===== config.mk =====
export PLATFORM = sky130hd
export DESIGN_NAME = mux2_arbiter
export DESIGN_NICKNAME = d
export VERILOG_FILES = /design/src/rtl/mux2_arb_pkg.sv /design/src/rtl/mux2_arbiter_mux2.sv /design/src/rtl/mux2_arbiter.sv
export SDC_FILE = /design/constraint.sdc
export NUM_CORES = 1
export LEC_CHECK = 0
export ABC_CLOCK_PERIOD_IN_PS = 2500
export CORE_UTILIZATION = 45
export CTS_BUF_LIST = sky130_fd_sc_hd__clkbuf_4 sky130_fd_sc_hd__clkbuf_8 sky130_fd_sc_hd__clkbuf_16
export DETAILED_ROUTE_END_ITERATION = 6
export DONT_BUFFER_PORTS = 1
export PLACE_DENSITY = 0.69
export SKIP_CTS_REPAIR_TIMING = 1
export SLEW_MARGIN = 20
export SYNTH_ARGS = -nofsm -noshare
export SYNTH_HDL_FRONTEND = slang
export SYNTH_SLANG_ARGS = --single-unit

===== constraint.sdc =====
create_clock -name clk -period 2.5 [get_ports clk]
set_clock_uncertainty 0.1 [all_clocks]
set_input_delay 0.5 -clock clk [delete_from_list [all_inputs] [get_ports clk]]
set_output_delay 0.5 -clock clk [all_outputs]
set_load 0.005 [all_outputs]

===== src/rtl/mux2_arb_pkg.sv =====
// Shared types and constants for the two-requester mux2 arbiter.
package mux2_arb_pkg;

    typedef enum logic [1:0] {IDLE, GNT0, GNT1} arb_state_t;

    localparam int CNT_W = 16;

    function automatic logic [CNT_W-1:0] sat_inc(input logic [CNT_W-1:0] v);
        return (v == '1) ? v : v + 1'b1;
    endfunction

endpackage


===== src/rtl/mux2_arbiter_mux2.sv =====
// Existing mux2 datapath cell: y = s ? d1 : d0, WIDTH bits wide.
module mux2_arbiter_mux2 #(
    parameter int WIDTH = 4
) (
    input  logic [WIDTH-1:0] d0,
    input  logic [WIDTH-1:0] d1,
    input  logic             s,
    output logic [WIDTH-1:0] y
);

    assign y = s ? d1 : d0;

endmodule


===== src/rtl/mux2_arbiter.sv =====
// Round-robin, burst-bounded arbiter sharing one mux2 between two requesters.
// Optional per-requester accept counters (cnt0/cnt1) when MUX2_ARB_STATS_EN is defined.
module mux2_arbiter
    import mux2_arb_pkg::*;
#(
    parameter int WIDTH     = 4,
    parameter int MAX_BURST = 4
) (
    input  logic             clk,
    input  logic             reset,
    input  logic             req0,
    input  logic [WIDTH-1:0] d0,
    output logic             ack0,
    input  logic             req1,
    input  logic [WIDTH-1:0] d1,
    output logic             ack1,
    output logic             s,
    output logic [1:0]       gnt,
    output logic [WIDTH-1:0] y,
    output logic             y_valid,
    input  logic             y_ready
`ifdef MUX2_ARB_STATS_EN
    ,
    output logic [CNT_W-1:0] cnt0,
    output logic [CNT_W-1:0] cnt1
`endif
);

    localparam int BW = (MAX_BURST > 1) ? $clog2(MAX_BURST) : 1;
    localparam logic [BW-1:0] BURST_LAST = BW'(MAX_BURST - 1);

    arb_state_t       state_q, state_d, other_st;
    logic [BW-1:0]    burst_q, burst_d;
    logic             last_q, last_d;
    logic [WIDTH-1:0] y_q, y_d, mux_y;
    logic             y_valid_q, y_valid_d;
    logic             req_cur, req_oth, accept;

    assign s   = (state_q == GNT1);
    assign gnt = {state_q == GNT1, state_q == GNT0};

    mux2_arbiter_mux2 #(.WIDTH(WIDTH)) u_mux (
        .d0 (d0),
        .d1 (d1),
        .s  (s),
        .y  (mux_y)
    );

    always_comb begin
        req_cur  = 1'b0;
        req_oth  = 1'b0;
        other_st = IDLE;
        case (state_q)
            GNT0: begin req_cur = req0; req_oth = req1; other_st = GNT1; end
            GNT1: begin req_cur = req1; req_oth = req0; other_st = GNT0; end
            default: ;
        endcase
    end

    // A word is taken only when the output slot is empty or draining this cycle; reset suppresses it.
    assign accept = (state_q != IDLE) && req_cur && (!y_valid_q || y_ready) && !reset;
    assign ack0   = accept && (state_q == GNT0);
    assign ack1   = accept && (state_q == GNT1);

    always_comb begin
        state_d   = state_q;
        burst_d   = burst_q;
        last_d    = last_q;
        y_d       = y_q;
        y_valid_d = y_valid_q;

        if (y_valid_q && y_ready) y_valid_d = 1'b0;
        if (accept) begin
            y_d       = mux_y;
            y_valid_d = 1'b1;
        end

        case (state_q)
            IDLE: begin
                burst_d = '0;
                if (req0 && req1)  state_d = last_q ? GNT0 : GNT1;
                else if (req0)     state_d = GNT0;
                else if (req1)     state_d = GNT1;
            end
            GNT0, GNT1: begin
                if (!req_cur) begin
                    state_d = req_oth ? other_st : IDLE;
                    last_d  = (state_q == GNT1);
                    burst_d = '0;
                end else if (accept) begin
                    if (burst_q == BURST_LAST) begin
                        burst_d = '0;
                        if (req_oth) begin
                            state_d = other_st;
                            last_d  = (state_q == GNT1);
                        end
                    end else begin
                        burst_d = burst_q + BW'(1);
                    end
                end
            end
            default: state_d = IDLE;
        endcase
    end

    always_ff @(posedge clk) begin
        if (reset) begin
            state_q   <= IDLE;
            burst_q   <= '0;
            last_q    <= 1'b1;
            y_q       <= '0;
            y_valid_q <= 1'b0;
        end else begin
            state_q   <= state_d;
            burst_q   <= burst_d;
            last_q    <= last_d;
            y_q       <= y_d;
            y_valid_q <= y_valid_d;
        end
    end

    assign y       = y_q;
    assign y_valid = y_valid_q;

`ifdef MUX2_ARB_STATS_EN
    logic [CNT_W-1:0] cnt0_q, cnt1_q;

    always_ff @(posedge clk) begin
        if (reset) begin
            cnt0_q <= '0;
            cnt1_q <= '0;
        end else begin
            if (ack0) cnt0_q <= sat_inc(cnt0_q);
            if (ack1) cnt1_q <= sat_inc(cnt1_q);
        end
    end

    assign cnt0 = cnt0_q;
    assign cnt1 = cnt1_q;
`endif

endmodule

* Word-level counts from Yosys, hierarchy flattened
Cells that the tools add are included.
** Storage, ports and cells
- Output and inout bits :: 10
- Bits in registers :: 10
- Bits of input ports :: 13
** Cells by class
- $add $sub $neg :: 1
- Eq/ne operators :: 10
- Reduce and logical (&&, ||, !) cells :: 18
- Mux-type cells :: 24
** Operators by type and width (count)
- 2-to-1 mux 2 bit :: 12
- case mux 2 bit (2 select lines) :: 3
- inequality test 3 bit, second input constant :: 3
- AND reduction 4 bit :: 2
- logical AND 1 bit :: 7
- 2-to-1 mux 1 bit :: 6
- inequality test 2 x 1 -> 1 bit, second input constant :: 3
- nonzero test 2 bit :: 3
- equality test 2 bit, second input constant :: 2
- 2-to-1 mux 4 bit :: 1
- inequality test 4 bit, second input constant :: 1
- case mux 1 bit (2 select lines) :: 2
- adder 2 x 1 -> 2 bit, second input constant :: 1
- equality test 2 x 1 -> 1 bit, second input constant :: 1
- zero test 1 bit :: 2
- zero test 2 bit :: 1
- AND reduction 2 bit :: 1
- OR reduction 2 bit :: 1
- logical OR 1 bit :: 1

* Depth between registers and ports, before layout
Gate-level depths: netlist of run 1.
- Depth in word-level cells :: 8
- Mapped depth :: 8
- Gate-level depth less buffers :: 6

* Modules after synthesis
A second synthesis of run 1 with hierarchy kept.
** Unflattened totals
- Cell total of the unflattened synthesis :: 75
- Area, all modules :: 728.2 sq um
** Modules (own cells, without submodules)
- mux2_arbiter :: area each 683.2 sq um, times used 1, cells an instance 71
- mux2_arbiter_mux2 :: area each 45.0 sq um, times used 1, cells an instance 4

* Worst setup path before layout of run 1
OpenSTA, ideal clock, no wires.
- Path kind :: register to output
- From :: register state_q[0]
- To :: output ack0
- Path slack :: 0.335 ns
- Stages on the path, launching flop included :: 7
- Arrival :: 1.565 ns
- Cells stage by stage :: dfxtp_1 > inv_1 > ha_1 > or2_4 > nor4b_4 > buf_6 > and2_2
** Between the ends
- Word-level cells in the longest chain between the ends :: 6
- Elaborated cells on any way between the ends :: 8
** Ends and longest elaborated chain
- start: declaration :: RTL line mux2_arbiter.sv:32 : arb_state_t state_q, state_d, other_st;
- start signal: assignment :: RTL line mux2_arbiter.sv:114 : state_q <= state_d;
- equality test 2 bit or equality test 2 x 1 -> 1 bit (tied branches) :: RTL line mux2_arbiter.sv:53, mux2_arbiter.sv:62
- case mux 1 bit (2 select lines) :: RTL line mux2_arbiter.sv:53 : case (state_q)
- logical AND 1 bit (3 in a row) :: RTL line mux2_arbiter.sv:61 : assign accept = (state_q != IDLE) && req_cur && (!y_valid_q || y_ready) && !reset;
- logical AND 1 bit (*) :: RTL line mux2_arbiter.sv:62 : assign ack0 = accept && (state_q == GNT0);
- end: declaration :: RTL line mux2_arbiter.sv:13 : output logic ack0,
Mark *: on every way between the ends. The rest lies on a longest branch, timed or not.

* Final worst setup path of run 1
- From :: register state_q[0]
- To :: output ack1
** Between the ends
- Word-level cells in the longest chain between the ends :: 6
- Elaborated cells on any way between the ends :: 8
** Ends and longest elaborated chain
- equality test 2 bit or equality test 2 x 1 -> 1 bit (tied branches) :: RTL line mux2_arbiter.sv:53, mux2_arbiter.sv:63
- case mux 1 bit (2 select lines) :: RTL line mux2_arbiter.sv:53
- logical AND 1 bit (3 in a row) :: RTL line mux2_arbiter.sv:61
- logical AND 1 bit (*) :: RTL line mux2_arbiter.sv:63 : assign ack1 = accept && (state_q == GNT1);
- end: declaration :: RTL line mux2_arbiter.sv:16 : output logic ack1,
Marked as above.

==> reports/qor.txt, run 1 <==
clock latency on the worst-skew pair = 0.25 ns
FF-to-FF Start = state_q[0]
PortBufs = 0
routability cong. = 0.7603
ANT cells = 0
GRT Resource Usage Total = 16.92%
sequential element share of the synthesized area = 30.36%
fill count = 134
Hold Crit Start = reset
CTS tree = built
Psw = 0.2040 mW
Hold Crit Depth = 1
Cell Int Power = 0.3512 mW
synthesized area per cell = 9.556 um2
final hold viol count = 0
#FFs+latches synth = 10
CP Capture Type = output pin
pin count of the biggest net entering global routing = 12
Non-Filler Instances = 85
worst slew pin tran = 0.5704 ns
Core Rows = 13
arrival time of the worst setup path = 1.77 ns
Clock Path Buffers = 2
GRT met2 Usage = 26.61%
R2R depth = 7
CTS H-Tree Depth = 1
Die Wd = 40.28 um
Worst IR Drop VDD = 0.0004173 V
total core area = 1334 um2
reg2reg end = y[1]
via/cell ratio = 5.918
post-synthesis cell count = 69
Comb power frac = 44.8%
count of clock tree sinks = 10
Root Driver = clkbuf_4
synthesized cell area = 659.4 um2
Simple-Gate Fraction of Synth Area = 20.30%
dpl cells = 82
synth unique cells = 29
status = complete, no violations
area grow syn2layout = 3.226%
Yosys warnings = 0
r2r setup slk = 0.51 ns
CP Launch Type = register
initial core utilization = 49.44%
leakage = 0.2716 nW
die height = 40.28 um
minimum clock period = 2.367 ns
final setup vio count = 0
RSZ-0062 raised after global routing = false
Seq pwr share = 36.6%
drt first pass iters = 4
Hold Path Sink = y[3]
I/O pin count = 23
pwr dens = 815.8 nW/um2
Reg clk slew, reported paths = 0.06 ns
compound-cell area share of the yosys netlist = 19.54%
GRT Max-Usage Layer = met2
fraction of layout cells with a size suffix above 1 = 20.00%
switch share = 36.75%
Starting DRT DRC Count = 16
nets@finish = 90
XOR/XNOR share of the synthesized area = 0%
Req. time, crit path = 1.90 ns
total gr overflow = 0
Post-synth EDFFs = 0
Vias = 503
GR met1 Demand/Resource = 21.89%
mux contribution to synthesized area = 12.14%
Fmax = 422.5 MHz
Worst slew margin = 61.85%
Worst Path Class, Setup = reg -> out
CP Max Fanout = 6
post-synthesis adder-cell area fraction = 9.488%
largest family of logic cells by synthesized area = simple AND/OR/NAND/NOR gates
max cap viols = 0
HP Class = in -> reg
number of routed nets with antenna violations = 0
final-report max-slew violation count = 0
clock network fraction of total power = 18.6%
DR DRC count = 0
Synth async-reset ratio = 0%
Num CTS Buffers = 3
routed len/inst = 14.48 um
Post-Route WL = 1231 um
first-pass GRT wire length = 1814 um
setup TNS = 0 ns
initial antenna violation count = 0
Syn Nets = 87
die area = 1622 um2
vias in the first global route = 457
routing usage on met3 = 2.222%
period utilisation layout = 94.67%
prevailing post-synth register cell = dfxtp_1
-- placed cells by master, fill, tap and decap left out, drive strengths merged, types with 3 or more instances in the layout --
master | Yosys | routed
a211oi | 4 | 4
mux2i | 8 | 8
and2 | 3 | 3
nand2 | 3 | 3
ha | 5 | 5
clkbuf | 0 | 3
dfxtp | 10 | 10
inv | 5 | 5
nor2 | 8 | 8
-- stage by stage --
step           setup slack (ns)  hold slack (ns)  utilization (%)  cell area [um2]  power [mW]
4_1_cts                  0.1251           0.1977            51.03            680.7      0.5575
3_3_place_gp             0.4407           0.3847            49.34            658.1      0.4488
6_report                 0.1333           0.2016            51.03            680.7      0.5552
5_1_grt                 0.03740           0.1893            51.03            680.7      0.5972
2_1_floorplan            0.3351           0.3709                -            659.4      0.4177
3_5_place_dp             0.4069           0.3963            49.34            658.1      0.4536
-- power groups by stage --
stage / Clock (mW) / Combinational, mW / Sequential [mW]
after global placement: 0 / 0.245 / 0.204
after CTS: 0.107 / 0.248 / 0.203
after global routing: 0.114 / 0.278 / 0.206
final: 0.103 / 0.249 / 0.203
after floorplan: 0 / 0.218 / 0.200
after detailed placement: 0 / 0.247 / 0.206
-- worst max-delay path by stage --
stage	startpoint	end	slack [ns]	cells after the start
2_1_floorplan	state_q[0]	ack0	0.34	6
3_3_place_gp	state_q[0]	ack1	0.44	5
3_5_place_dp	state_q[0]	ack0	0.41	5
4_1_cts	state_q[0]	ack0	0.13	5
5_1_grt	state_q[0]	ack1	0.04	5
6_report	state_q[0]	ack1	0.13	5
-- sequential cells by signal (all words and copies together) (netlist names) --
name	flops
y	4
burst_q	2
state_q	2
last_q	1
y_valid	1
-- logic make-up (layout without fill, tap and decap cells) --
logic type	Yosys count	in the layout
flip-flops	10	10
AO/OA/AOI/OAI	16	16
AND/OR/NAND/NOR	21	21
buffers and inverters	9	10
adder cells (fa/ha/maj)	5	5
multiplexers	8	8
-- area by class of cell --
cell class | instances | area [um2] | share of cell area, %
clock buffer | 3 | 22.52 | 3.309
sequential | 10 | 200.2 | 29.41
multi-input combinational | 50 | 405.4 | 59.56
inverter | 5 | 18.77 | 2.757
timing repair buffer | 2 | 15.01 | 2.206
tap | 15 | 18.77 | 2.757
-- synthesized netlist by cell type (2+ instances only) --
cell type / instances / area share, %
buf_6: 2 / 3.4
dfxtp_1: 10 / 30
nand2_1: 3 / 1.7
ha_1: 5 / 9.5
mux2i_1: 8 / 12
inv_1: 5 / 2.8
a32o_1: 2 / 3.0
and2_2: 2 / 2.3
a211oi_1: 3 / 3.4
a22oi_1: 2 / 2.3
o21ai_0: 2 / 1.5
nor2b_1: 2 / 1.9
nor2_1: 7 / 4.0
-- layer usage --
| layer | part of all wire (%) | vias up |
|---|---|---|
| met1 | 47 | 228 |
| met2 | 44 | 21 |
| li1 | - | 252 |
| met5 | 0 | - |
| met4 | 0.65 | 0 |
| met3 | 7.6 | 2 |
-- worst max-delay path, cell delays in order (launching register included) --
cell and delay [ns]:
dfxtp_1 0.38, inv_1 0.08, ha_1 0.26, or2_4 0.29, nor4b_4 0.30, and2_2 0.20
Power figures use the tool's default switching activity.
==> inputs of run 2 (changes only) <==
--- a/config.mk
+++ b/config.mk
@@ -6,6 +6,7 @@
 export NUM_CORES = 1
 export LEC_CHECK = 0
 export ABC_CLOCK_PERIOD_IN_PS = 2500
+export CAP_MARGIN = 20
 export CORE_UTILIZATION = 45
 export CTS_BUF_LIST = sky130_fd_sc_hd__clkbuf_4 sky130_fd_sc_hd__clkbuf_8 sky130_fd_sc_hd__clkbuf_16
 export DETAILED_ROUTE_END_ITERATION = 6
==> results of run 2 <==
Final layout, timing and power as in run 1 (identical DEF).
